## src/rtl/wbuf_pkg.sv

```systemverilog
// ============================================================================
// Module   : wbuf_pkg
// Purpose  : Shared widths, FSM state encoding and line-tag helper for the
//            line write buffer.
// Revision : 1.0 - initial release
// ============================================================================
`default_nettype none

package wbuf_pkg;

   localparam int LINE_W   = 128;
   localparam int ADDR_W   = 32;
   localparam int OFFSET_W = 4;
   localparam int TAG_W    = ADDR_W - OFFSET_W;

   typedef enum logic [1:0] {
      ST_IDLE  = 2'd0,
      ST_DRAIN = 2'd1,
      ST_READ  = 2'd2
   } state_t;

   function automatic logic [TAG_W-1:0] line_tag(input logic [ADDR_W-1:0] addr);
      return addr[ADDR_W-1:OFFSET_W];
   endfunction

endpackage

`default_nettype wire

```

## src/rtl/line_write_buffer_if.sv

```systemverilog
// ============================================================================
// Module   : line_write_buffer_if
// Purpose  : Cache-side request bus and backing-memory bus of the write buffer.
// Revision : 1.0 - initial release
// ============================================================================
`default_nettype none

interface line_write_buffer_if;
   import wbuf_pkg::*;

   logic              mem_read;
   logic              mem_write;
   logic [ADDR_W-1:0] mem_addr;
   logic [LINE_W-1:0] data_to_mem;
   logic              mem_ready;
   logic [LINE_W-1:0] data_from_mem;

   logic              dm_read;
   logic              dm_write;
   logic [ADDR_W-1:0] dm_addr;
   logic [LINE_W-1:0] dm_wdata;
   logic              dm_ready;
   logic [LINE_W-1:0] dm_rdata;

   modport slave (
      input  mem_read, mem_write, mem_addr, data_to_mem, dm_ready, dm_rdata,
      output mem_ready, data_from_mem, dm_read, dm_write, dm_addr, dm_wdata
   );

   modport master (
      output mem_read, mem_write, mem_addr, data_to_mem, dm_ready, dm_rdata,
      input  mem_ready, data_from_mem, dm_read, dm_write, dm_addr, dm_wdata
   );

endinterface

`default_nettype wire

```

## src/rtl/wbuf_store.sv

```systemverilog
// ============================================================================
// Module   : wbuf_store
// Purpose  : Circular line FIFO with valid bits, explicit count and a
//            youngest-match line lookup.
// Revision : 1.0 - initial release
// ============================================================================
`default_nettype none

module wbuf_store
   import wbuf_pkg::*;
#(
   parameter  int DEPTH = 4,
   localparam int IW    = $clog2(DEPTH)
) (
   input  wire logic              clk,
   input  wire logic              reset,
   input  wire logic              push_i,
   input  wire logic              pop_i,
   input  wire logic              merge_i,
   input  wire logic [IW-1:0]     merge_idx_i,
   input  wire logic [TAG_W-1:0]  tag_i,
   input  wire logic [LINE_W-1:0] data_i,
   output logic                   hit_o,
   output logic [IW-1:0]          hit_idx_o,
   output logic [LINE_W-1:0]      hit_data_o,
   output logic [IW-1:0]          head_idx_o,
   output logic [TAG_W-1:0]       head_tag_o,
   output logic [LINE_W-1:0]      head_data_o,
   output logic                   empty_o,
   output logic                   full_o
);

   logic [TAG_W-1:0]  tag_q  [DEPTH];
   logic [LINE_W-1:0] data_q [DEPTH];
   logic [DEPTH-1:0]  valid_q;
   logic [IW-1:0]     head_q;
   logic [IW-1:0]     tail_q;
   logic [IW:0]       count_q;
   logic [IW-1:0]     scan_idx;

   always_ff @(posedge clk or negedge reset) begin
      if (!reset) begin
         valid_q <= '0;
         head_q  <= '0;
         tail_q  <= '0;
         count_q <= '0;
      end else begin
         if (pop_i) begin
            valid_q[head_q] <= 1'b0;
            head_q          <= head_q + 1'b1;
         end
         if (push_i) begin
            valid_q[tail_q] <= 1'b1;
            tail_q          <= tail_q + 1'b1;
         end
         count_q <= count_q + {{IW{1'b0}}, push_i} - {{IW{1'b0}}, pop_i};
      end
   end

   always_ff @(posedge clk) begin
      if (push_i) begin
         tag_q[tail_q]  <= tag_i;
         data_q[tail_q] <= data_i;
      end
      if (merge_i) begin
         data_q[merge_idx_i] <= data_i;
      end
   end

   // Scan oldest to youngest so a deferred duplicate of the head wins.
   always_comb begin
      hit_o     = 1'b0;
      hit_idx_o = head_q;
      scan_idx  = head_q;
      for (int i = 0; i < DEPTH; i++) begin
         scan_idx = head_q + IW'(i);
         if (valid_q[scan_idx] && (tag_q[scan_idx] == tag_i)) begin
            hit_o     = 1'b1;
            hit_idx_o = scan_idx;
         end
      end
   end

   assign hit_data_o  = data_q[hit_idx_o];
   assign head_idx_o  = head_q;
   assign head_tag_o  = tag_q[head_q];
   assign head_data_o = data_q[head_q];
   assign empty_o     = (count_q == '0);
   assign full_o      = (count_q == (IW+1)'(DEPTH));

endmodule

`default_nettype wire

```

## src/rtl/line_write_buffer.sv

```systemverilog
// ============================================================================
// Module   : line_write_buffer
// Purpose  : Cache-line write buffer with merge, drain FSM and read path.
//            Read forwarding is enabled by defining LINE_WBUF_FORWARD_EN.
// Revision : 1.0 - initial release
// ============================================================================
`default_nettype none

module line_write_buffer
   import wbuf_pkg::*;
#(
   parameter  int DEPTH = 4,
   localparam int IW    = $clog2(DEPTH)
) (
   input  wire logic            clk,
   input  wire logic            reset,
   line_write_buffer_if.slave   bus
);

   state_t            state_q, state_d;
   logic              mem_ready_q, mem_ready_d;
   logic [LINE_W-1:0] data_from_mem_q, data_from_mem_d;
   logic [TAG_W-1:0]  rd_tag_q, rd_tag_d;

   logic [TAG_W-1:0]  req_tag;
   logic              hit, empty, full;
   logic [IW-1:0]     hit_idx, head_idx;
   logic [LINE_W-1:0] hit_data, head_data;
   logic [TAG_W-1:0]  head_tag;
   logic              wr_req, rd_req, head_busy, do_merge, do_push, do_pop;
   logic              fwd, rd_go;
   logic              unused_addr_lsb;

   assign req_tag         = line_tag(bus.mem_addr);
   assign unused_addr_lsb = ^bus.mem_addr[OFFSET_W-1:0];

   // The completion cycle is a dead cycle: the cache is dropping its request.
   assign wr_req    = bus.mem_write & ~mem_ready_q;
   assign rd_req    = bus.mem_read & ~bus.mem_write & ~mem_ready_q;
   assign head_busy = (state_q == ST_DRAIN) && (hit_idx == head_idx);
   assign do_merge  = wr_req & hit & ~head_busy;
   assign do_push   = wr_req & ~do_merge & ~full;
   assign do_pop    = (state_q == ST_DRAIN) & bus.dm_ready;

`ifdef LINE_WBUF_FORWARD_EN
   assign fwd   = rd_req & hit & (state_q != ST_READ);
   assign rd_go = rd_req & ~hit;
`else
   assign fwd   = 1'b0;
   assign rd_go = rd_req & empty;
`endif

   wbuf_store #(.DEPTH(DEPTH)) u_store (
      .clk         (clk),
      .reset       (reset),
      .push_i      (do_push),
      .pop_i       (do_pop),
      .merge_i     (do_merge),
      .merge_idx_i (hit_idx),
      .tag_i       (req_tag),
      .data_i      (bus.data_to_mem),
      .hit_o       (hit),
      .hit_idx_o   (hit_idx),
      .hit_data_o  (hit_data),
      .head_idx_o  (head_idx),
      .head_tag_o  (head_tag),
      .head_data_o (head_data),
      .empty_o     (empty),
      .full_o      (full)
   );

   always_comb begin
      state_d         = state_q;
      mem_ready_d     = 1'b0;
      data_from_mem_d = data_from_mem_q;
      rd_tag_d        = rd_tag_q;
      case (state_q)
         ST_IDLE: begin
            if (rd_go) begin
               state_d  = ST_READ;
               rd_tag_d = req_tag;
            end else if (!empty) begin
               state_d = ST_DRAIN;
            end
         end
         ST_DRAIN: begin
            if (bus.dm_ready) state_d = ST_IDLE;
         end
         ST_READ: begin
            if (bus.dm_ready) begin
               state_d         = ST_IDLE;
               mem_ready_d     = 1'b1;
               data_from_mem_d = bus.dm_rdata;
            end
         end
         default: state_d = ST_IDLE;
      endcase
      if (do_merge || do_push) mem_ready_d = 1'b1;
      if (fwd) begin
         mem_ready_d     = 1'b1;
         data_from_mem_d = hit_data;
      end
   end

   always_ff @(posedge clk or negedge reset) begin
      if (!reset) begin
         state_q         <= ST_IDLE;
         mem_ready_q     <= 1'b0;
         data_from_mem_q <= '0;
         rd_tag_q        <= '0;
      end else begin
         state_q         <= state_d;
         mem_ready_q     <= mem_ready_d;
         data_from_mem_q <= data_from_mem_d;
         rd_tag_q        <= rd_tag_d;
      end
   end

   assign bus.mem_ready     = mem_ready_q;
   assign bus.data_from_mem = data_from_mem_q;
   assign bus.dm_write      = (state_q == ST_DRAIN);
   assign bus.dm_read       = (state_q == ST_READ);

   always_comb begin
      bus.dm_addr  = '0;
      bus.dm_wdata = '0;
      if (state_q == ST_DRAIN) begin
         bus.dm_addr  = {head_tag, {OFFSET_W{1'b0}}};
         bus.dm_wdata = head_data;
      end else if (state_q == ST_READ) begin
         bus.dm_addr  = {rd_tag_q, {OFFSET_W{1'b0}}};
      end
   end

endmodule

`default_nettype wire

```

## src/flat_wrapper.sv

```systemverilog
// flat-port wrapper written by rule: the top's interface ports become plain ports
module line_write_buffer_flat import wbuf_pkg::*;
#(
   parameter  int DEPTH = 4,
   localparam int IW    = $clog2(DEPTH)
)
  (clk, reset, bus_mem_read, bus_mem_write, bus_mem_addr, bus_data_to_mem, bus_dm_ready, bus_dm_rdata, bus_mem_ready, bus_data_from_mem, bus_dm_read, bus_dm_write, bus_dm_addr, bus_dm_wdata);
  line_write_buffer_if bus_i ();
  input  wire logic clk;
  input  wire logic reset;
  input wire logic [$bits(bus_i.mem_read)-1:0] bus_mem_read;
  input wire logic [$bits(bus_i.mem_write)-1:0] bus_mem_write;
  input wire logic [$bits(bus_i.mem_addr)-1:0] bus_mem_addr;
  input wire logic [$bits(bus_i.data_to_mem)-1:0] bus_data_to_mem;
  input wire logic [$bits(bus_i.dm_ready)-1:0] bus_dm_ready;
  input wire logic [$bits(bus_i.dm_rdata)-1:0] bus_dm_rdata;
  output wire logic [$bits(bus_i.mem_ready)-1:0] bus_mem_ready;
  output wire logic [$bits(bus_i.data_from_mem)-1:0] bus_data_from_mem;
  output wire logic [$bits(bus_i.dm_read)-1:0] bus_dm_read;
  output wire logic [$bits(bus_i.dm_write)-1:0] bus_dm_write;
  output wire logic [$bits(bus_i.dm_addr)-1:0] bus_dm_addr;
  output wire logic [$bits(bus_i.dm_wdata)-1:0] bus_dm_wdata;
  assign bus_i.mem_read = bus_mem_read;
  assign bus_i.mem_write = bus_mem_write;
  assign bus_i.mem_addr = bus_mem_addr;
  assign bus_i.data_to_mem = bus_data_to_mem;
  assign bus_i.dm_ready = bus_dm_ready;
  assign bus_i.dm_rdata = bus_dm_rdata;
  assign bus_mem_ready = bus_i.mem_ready;
  assign bus_data_from_mem = bus_i.data_from_mem;
  assign bus_dm_read = bus_i.dm_read;
  assign bus_dm_write = bus_i.dm_write;
  assign bus_dm_addr = bus_i.dm_addr;
  assign bus_dm_wdata = bus_i.dm_wdata;
  line_write_buffer #(.DEPTH(DEPTH)) u_core (.clk(clk), .reset(reset), .bus(bus_i));
endmodule
```

## config.mk

```make
export PLATFORM = sky130hd
export DESIGN_NAME = line_write_buffer_flat
export DESIGN_NICKNAME = d
export VERILOG_FILES = /design/src/rtl/wbuf_pkg.sv /design/src/rtl/line_write_buffer_if.sv /design/src/rtl/wbuf_store.sv /design/src/rtl/line_write_buffer.sv /design/src/flat_wrapper.sv
export SDC_FILE = /design/constraint.sdc
export NUM_CORES = 1
export LEC_CHECK = 0
export CAP_MARGIN = 40
export CORE_MARGIN = 2
export CORE_UTILIZATION = 48
export DETAILED_ROUTE_END_ITERATION = 10
export PLACE_DENSITY_LB_ADDON = 0.15
export SLEW_MARGIN = 5
export SYNTH_ARGS = -nofsm -noshare
export SYNTH_HDL_FRONTEND = slang
export SYNTH_SLANG_ARGS = --single-unit
```

## constraint.sdc

```tcl
create_clock -name clk -period 13.1 [get_ports clk]
set_input_delay 1.31 -clock clk [delete_from_list [all_inputs] [get_ports clk]]
set_output_delay 1.31 -clock clk [all_outputs]
set_load 0.02 [all_outputs]
```

* Word level (Yosys, flattened, before mapping)
Memory sizes are Yosys's and may differ from the RTL's.
Cells that the tools add are included.
** Word-level totals
- Register bits after elaboration :: 170
- Latch bits :: 0
- RAM bits :: 624
- ROM bits :: 0
- Output and inout bits :: 291
- Word-level logic and storage cells :: 103
- Memories :: 2
** Operators by class
- Add/sub/neg operators :: 6
- $mul :: 0
- Divide/modulo/power cells :: 0
- Order comparisons :: 7
- Equality and inequality tests :: 10
- Shift operators :: 0
- Mux-type cells :: 38
- Bitwise gates (word level) :: 17
- Reductions and logical operators :: 15
** Memory list
- u_core.u_store.data_q :: words 4, width 128, rd ports 1, clocked after Yosys merged registers in 0, write ports 1, line wbuf_store.sv:34 : logic [LINE_W-1:0] data_q [DEPTH];
- u_core.u_store.tag_q :: words 4, width 28, rd ports 4, clocked after Yosys merged registers in 0, write ports 1, line wbuf_store.sv:33 : logic [TAG_W-1:0] tag_q [DEPTH];
** Operators with widths (count)
- $mux W128 :: 2
- $reduce_or A128 Y1 :: 1
- $eq A28 B28 Y1 :: 4
- $mux W32 :: 2
- $mux W1 :: 18
- $lt A2 B3 Y1 const B :: 5
- $mux W2 :: 7
- $and A1 B1 Y1 :: 9
- $bmux W1 S2 :: 4
- $mux W4 :: 2
- $logic_and A1 B1 Y1 :: 7
- $reduce_and A2 Y1 :: 3
- $not A1 Y1 :: 5
- $add A2 B1 Y2 const B :: 2
- $add A2 B2 Y2 const B :: 2
- $and A4 B4 Y4 :: 1
- $demux W1 S2 :: 2
- $ge A2 B1 Y1 const B :: 2
- $not A4 Y4 :: 1
- $or A4 B4 Y4 :: 1
- $pmux W2 S2 :: 1
- $add A3 B1 Y3 :: 1
- $eq A3 B3 Y1 const B :: 1
- $logic_not A3 Y1 :: 1
- 9 further kinds :: 9

* Longest topological paths before layout
- Word-level depth :: 17
- Mapped depth :: 24

* Cells and area by module
Synthesis repeated with hierarchy kept, for this count alone.
** Second synthesis, totals
- Cell total of the unflattened synthesis :: 2309
- Area, all modules :: 38932.3 sq um
** By module, submodules not included
- wbuf_store :: instances 1, cells an instance 1710, area an instance 31530.2 sq um, sequential area each 19013.2 sq um
- line_write_buffer :: instances 1, cells an instance 599, area an instance 7402.1 sq um, sequential area each 3978.8 sq um

* Least setup slack after synthesis
OpenSTA, ideal clock, no wires.
- Kind :: reg2reg
- From :: register u_core.u_store.head_q[0], in the netlist u_core.u_store.head_idx_o[0]
- To :: memory u_core.u_store.data_q[1][0], enable pin
- Library setup time :: 0.792 ns
- Arrival :: 12.548 ns
- Required time :: 12.308 ns
- Setup slack :: -0.239 ns
- Cell stages (with the launch flop) :: 18
- Cells stage by stage :: dfrtp_1 > buf_6 > buf_12 > buf_12 > clkinv_1 > buf_4 > ha_1 > buf_4 > buf_2 > mux4_1 > xnor2_1 > nand3_1 > a2111oi_2 > nand4_1 > o31a_1 > a2bb2oi_1 > o211ai_1 > o21ai_0
** On the way
- Elaborated cells on any way between the ends :: 42
** RTL lines
- from (decl) :: line wbuf_store.sv:36 : logic [IW-1:0] head_q;
- from (signal assigned) :: line wbuf_store.sv:50 : head_q <= head_q + 1'b1;
- $add A2 B2 Y2 (*) :: line wbuf_store.sv:76 : scan_idx = head_q + IW'(i);
- net u_core.u_store.scan_idx[0] :: line wbuf_store.sv:39 : logic [IW-1:0] scan_idx;
- branches (longest 14 deep; another with $mem_v2 Z4 W28)
- to (decl) :: line wbuf_store.sv:34
Mark *: on every way through the listed nets, which the timed path passes. The select of a mux whose other input is x is not followed.

* Final worst setup path
- From :: register u_core.u_store.head_q[0], in the netlist u_core.u_store.head_idx_o[0]
- To :: memory u_core.u_store.data_q[0][13], enable pin
** On the way
- Longest elaborated chain between the ends :: 17
- Elaborated cells on any way between the ends :: 42
** RTL lines
- branches (longest 17 deep; another with $mem_v2 Z4 W28)
Several ways; the timed one is not identified. The select of a mux whose other input is x is not followed.

==> results_dict.tcl <==
set metrics [dict create \
    status "completed" \
    critPathBufInv 7 \
    relSlewSlack 0.331 \
    first_global_vias 20000 \
    cts_buffers 87 \
    synth-seq-cells 794 \
    start_kind "flop" \
    first_pass_iters 6 \
    worstReg2RegEnd "u_core.u_store.data_q[0][13]$_DFFE_PP_" \
    syn_avg_cell_area_sq_um 18.6 \
    synth_seq_area_share 0.672 \
    clockBufferDepth 3 \
    min_period_over_period 0.558 \
    via_per_inst 5.58 \
    num_vias 19100 \
    gp_congestion 0.889 \
    cts_resized 0 \
    clk_latency_ns 0.65 \
    syn-cell-area_sq_mm 0.0342 \
    worst_setup_path_end_kind "flop" \
    synth_most_common_cell "edfxtp_1" \
    finalMaxSlewViolations 0 \
    grt_overflow 0 \
    cts.sinks 794 \
    yosys.area.top_type "edfxtp_1" \
    regToRegStartpoint "u_core.u_store.head_idx_o[0]$_DFFE_PN0P_" \
    syn_to_final_growth_pct 28.4 \
    io_buffers 575 \
    synth_common_cells "624 x edfxtp_1, 196 x mux4_2, 170 x dfrtp_1" \
    detail-route-antenna-nets 0 \
    ys.flop_type "edfxtp_1" \
    core-area_sq_mm 0.0703 \
    r2r_cells 17 \
    cpMaxStageDelayCell "dfrtp_4" \
    hpwl_um 57300 \
    path_delay_family "buffers and inverters" \
    fin_nets 2709 \
    ys_types 70 \
    die_w_um 271 \
    synth-edff-count 624 \
    worst_ir_drop_vdd_uv 160 \
    crit_chain "clkinv_1, buf_4, ha_4, buf_4, mux4_2, xnor2_1, nand4_1, a2111oi_2, nand2_1, nor4b_1, o21ai_0, a21bo_2, o21ai_4, buf_4, buf_16, buf_4, buf_16" \
    synthCells 1835 \
    routed_wl_um 86600 \
    finalHoldViolCount 0 \
    grt_pass1_wl_um 129000 \
    crit_start "u_core.u_store.head_idx_o[0]$_DFFE_PN0P_" \
    crit_fanout 53 \
    cp_common_cell "buf_4" \
    worst_path_largest_cell_delay_ns 0.93 \
    crit_cells 17 \
    hold_class "flop to flop" \
    grt_setup_unrepaired "false" \
    final_layout_size_suffix_gt1_frac 0.216 \
    worst_pin_slew_ns 1.00 \
    hold_buffers 0 \
    gr-usage-all-layers 0.235 \
    placed_area_sq_mm 0.0410 \
    post-route-min-period_ns 7.30 \
    arrival_ns 7.60 \
    p_leak_nw 15.7 \
    crit_path_end "u_core.u_store.data_q[0][13]$_DFFE_PP_" \
    grt_max_degree 129 \
    initial_core_util 0.487 \
    ff2ff_setup_slack_ns 5.80 \
    final_area_sq_mm 0.0439 \
    ios 584 \
    drc 0 \
    die-area_sq_mm 0.0734 \
    drt_iter0_markers 1233 \
    cts_tree "done" \
    fmax_mhz 137 \
    cts_setup_buffers 0 \
    setup_viol 0 \
    worstPathRequired_ns 13.39 \
    crit_type "flop to flop" \
    power_density_mw_per_mm2 239 \
    die-height_um 271 \
    skew_ns 0.0429 \
    synthTopCellsByArea "edfxtp_1 55%, mux4_2 13%, dfrtp_1 12%" \
    num_rows 97 \
    antenna_found_initial 24 \
    synth_top_area_frac 0.548 \
    finalSetupTns_ns 0 \
    yosysWarnings 0 \
    htreeDepth 3 \
    wl_per_cell_um 25.3 \
    root_buffer "clkbuf_16" \
    async_reset_ff_frac 0.214 \
    cap_violations 0 \
    clk_pin_slew_worst_paths_ns 0.06 \
]
==> final cells by class <==
type                    count  area, sq um
fillers                  5060        26400
flip-flops and latches    794        23000
multi-input cells         900        10600
repair buffers            606         6160
clock buffers             114         2410
well taps                 940         1180
clock inverters            47          513
inverters                  13         48.8
diodes                     14         35.0
==> through the flow <==
| stage | total power, mW | hold slack (ns) | worst slack, ns | util | std cells |
|---|---|---|---|---|---|
| after floorplan | 6.41 | 0.450 | 3.01 | - | 1838 |
| after global placement | 8.07 | 0.465 | 5.21 | 0.580 | 3246 |
| after detailed placement | 8.15 | 0.475 | 5.77 | 0.583 | 3253 |
| after CTS | 10.6 | 0.488 | 5.74 | 0.625 | 3414 |
| after global routing | 11.0 | 0.512 | 5.45 | 0.625 | 3426 |
| final | 10.5 | 0.493 | 5.80 | 0.625 | 3428 |
==> worst min path at each step <==
stage | cells past startpoint | start | to | slack, ns
floorplan | 2 | u_core.rd_tag_q[26]$_DFFE_PN0P_ | u_core.rd_tag_q[26]$_DFFE_PN0P_ | 0.45
global placement | 2 | u_core.rd_tag_q[17]$_DFFE_PN0P_ | u_core.rd_tag_q[17]$_DFFE_PN0P_ | 0.47
detailed placement | 2 | u_core.rd_tag_q[17]$_DFFE_PN0P_ | u_core.rd_tag_q[17]$_DFFE_PN0P_ | 0.48
CTS | 2 | u_core.rd_tag_q[17]$_DFFE_PN0P_ | u_core.rd_tag_q[17]$_DFFE_PN0P_ | 0.49
global route | 1 | u_core.bus.data_from_mem[87]$_DFFE_PN0P_ | u_core.bus.data_from_mem[87]$_DFFE_PN0P_ | 0.51
finish | 2 | u_core.rd_tag_q[17]$_DFFE_PN0P_ | u_core.rd_tag_q[17]$_DFFE_PN0P_ | 0.49
==> cells by family (layout without fill, tap and decap cells) <==
| logic type | after synthesis | in the layout | synth area share |
|---|---|---|---|
| DFF | 794 | 794 | 0.672 |
| muxes | 430 | 430 | 0.208 |
| and+or+nand+nor | 230 | 230 | 0.0400 |
| buffers and inverters | 144 | 780 | 0.0214 |
| AOI/OAI and AO/OA | 115 | 115 | 0.0259 |
| xor gates and xnor gates | 107 | 107 | 0.0274 |
| adders and majority gates | 14 | 14 | 0.00534 |
| other | 1 | 18 | 0.000110 |
==> routing by layer <==
metal	vias up	global-route usage	wire length, um
li1	8438	-	-
met4	16	0.0807	2520
met2	609	0.380	43000
met3	142	0.0764	6780
met1	9914	0.300	34200
met5	-	0	99
==> worst register-to-register path, cell delays in order, from the launching register on <==
cell and delay [ns]:
dfrtp_4 0.93, clkinv_1 0.16, buf_4 0.26, ha_4 0.61
buf_4 0.77, mux4_2 0.48, xnor2_1 0.44, nand4_1 0.29
a2111oi_2 0.44, nand2_1 0.10, nor4b_1 0.49, o21ai_0 0.23
a21bo_2 0.32, o21ai_4 0.11, buf_4 0.32, buf_16 0.31
buf_4 0.36, buf_16 0.33
==> where the power goes <==
group / total (mW) / switching [mW] / internal (mW) / leakage [nW]
clock: 2.46 / 1.01 / 1.45 / 1.42
sequential: 3.56 / 0.265 / 3.29 / 7.97
combinational: 4.49 / 2.31 / 2.18 / 6.28
total: 10.5 / 3.59 / 6.92 / 15.7
==> state kept, by name (all words and copies together) (netlist names) <==
name,flops
u_core.u_store.data_q,512
u_core.bus.data_from_mem,128
u_core.u_store.tag_q,112
u_core.rd_tag_q,28
u_core.u_store.valid_q,4
u_core.u_store.count_q,3
u_core.state_q,2
u_core.u_store.head_idx_o,2
u_core.u_store.tail_q,2
u_core.bus.mem_ready,1
==> cell usage in the layout, fill, tap and decap left out, types with 7 or more instances in the layout <==
master,Yosys,layout
clkdlybuf4s50_1,0,574
bufinv_16,0,7
a22o_1,29,29
clkbuf_1,63,17
clkbuf_16,0,90
o211ai_1,8,8
mux2_2,158,158
nor4_1,8,8
diode_2,0,14
mux2i_1,67,67
dfrtp_1,170,168
nand4_1,14,14
xor2_1,32,32
and2_1,134,134
xnor2_1,75,75
edfxtp_1,624,624
nor2_1,15,15
inv_1,12,12
nand2_1,24,23
o22ai_1,8,8
mux4_1,9,9
clkinv_1,1,16
mux4_2,196,196
clkinv_2,0,14
a21oi_1,8,8
o21ai_0,12,11
clkbuf_8,0,7
ha_1,13,11
buf_4,10,20
nand3_1,10,10
Power figures use the tool's default switching activity.
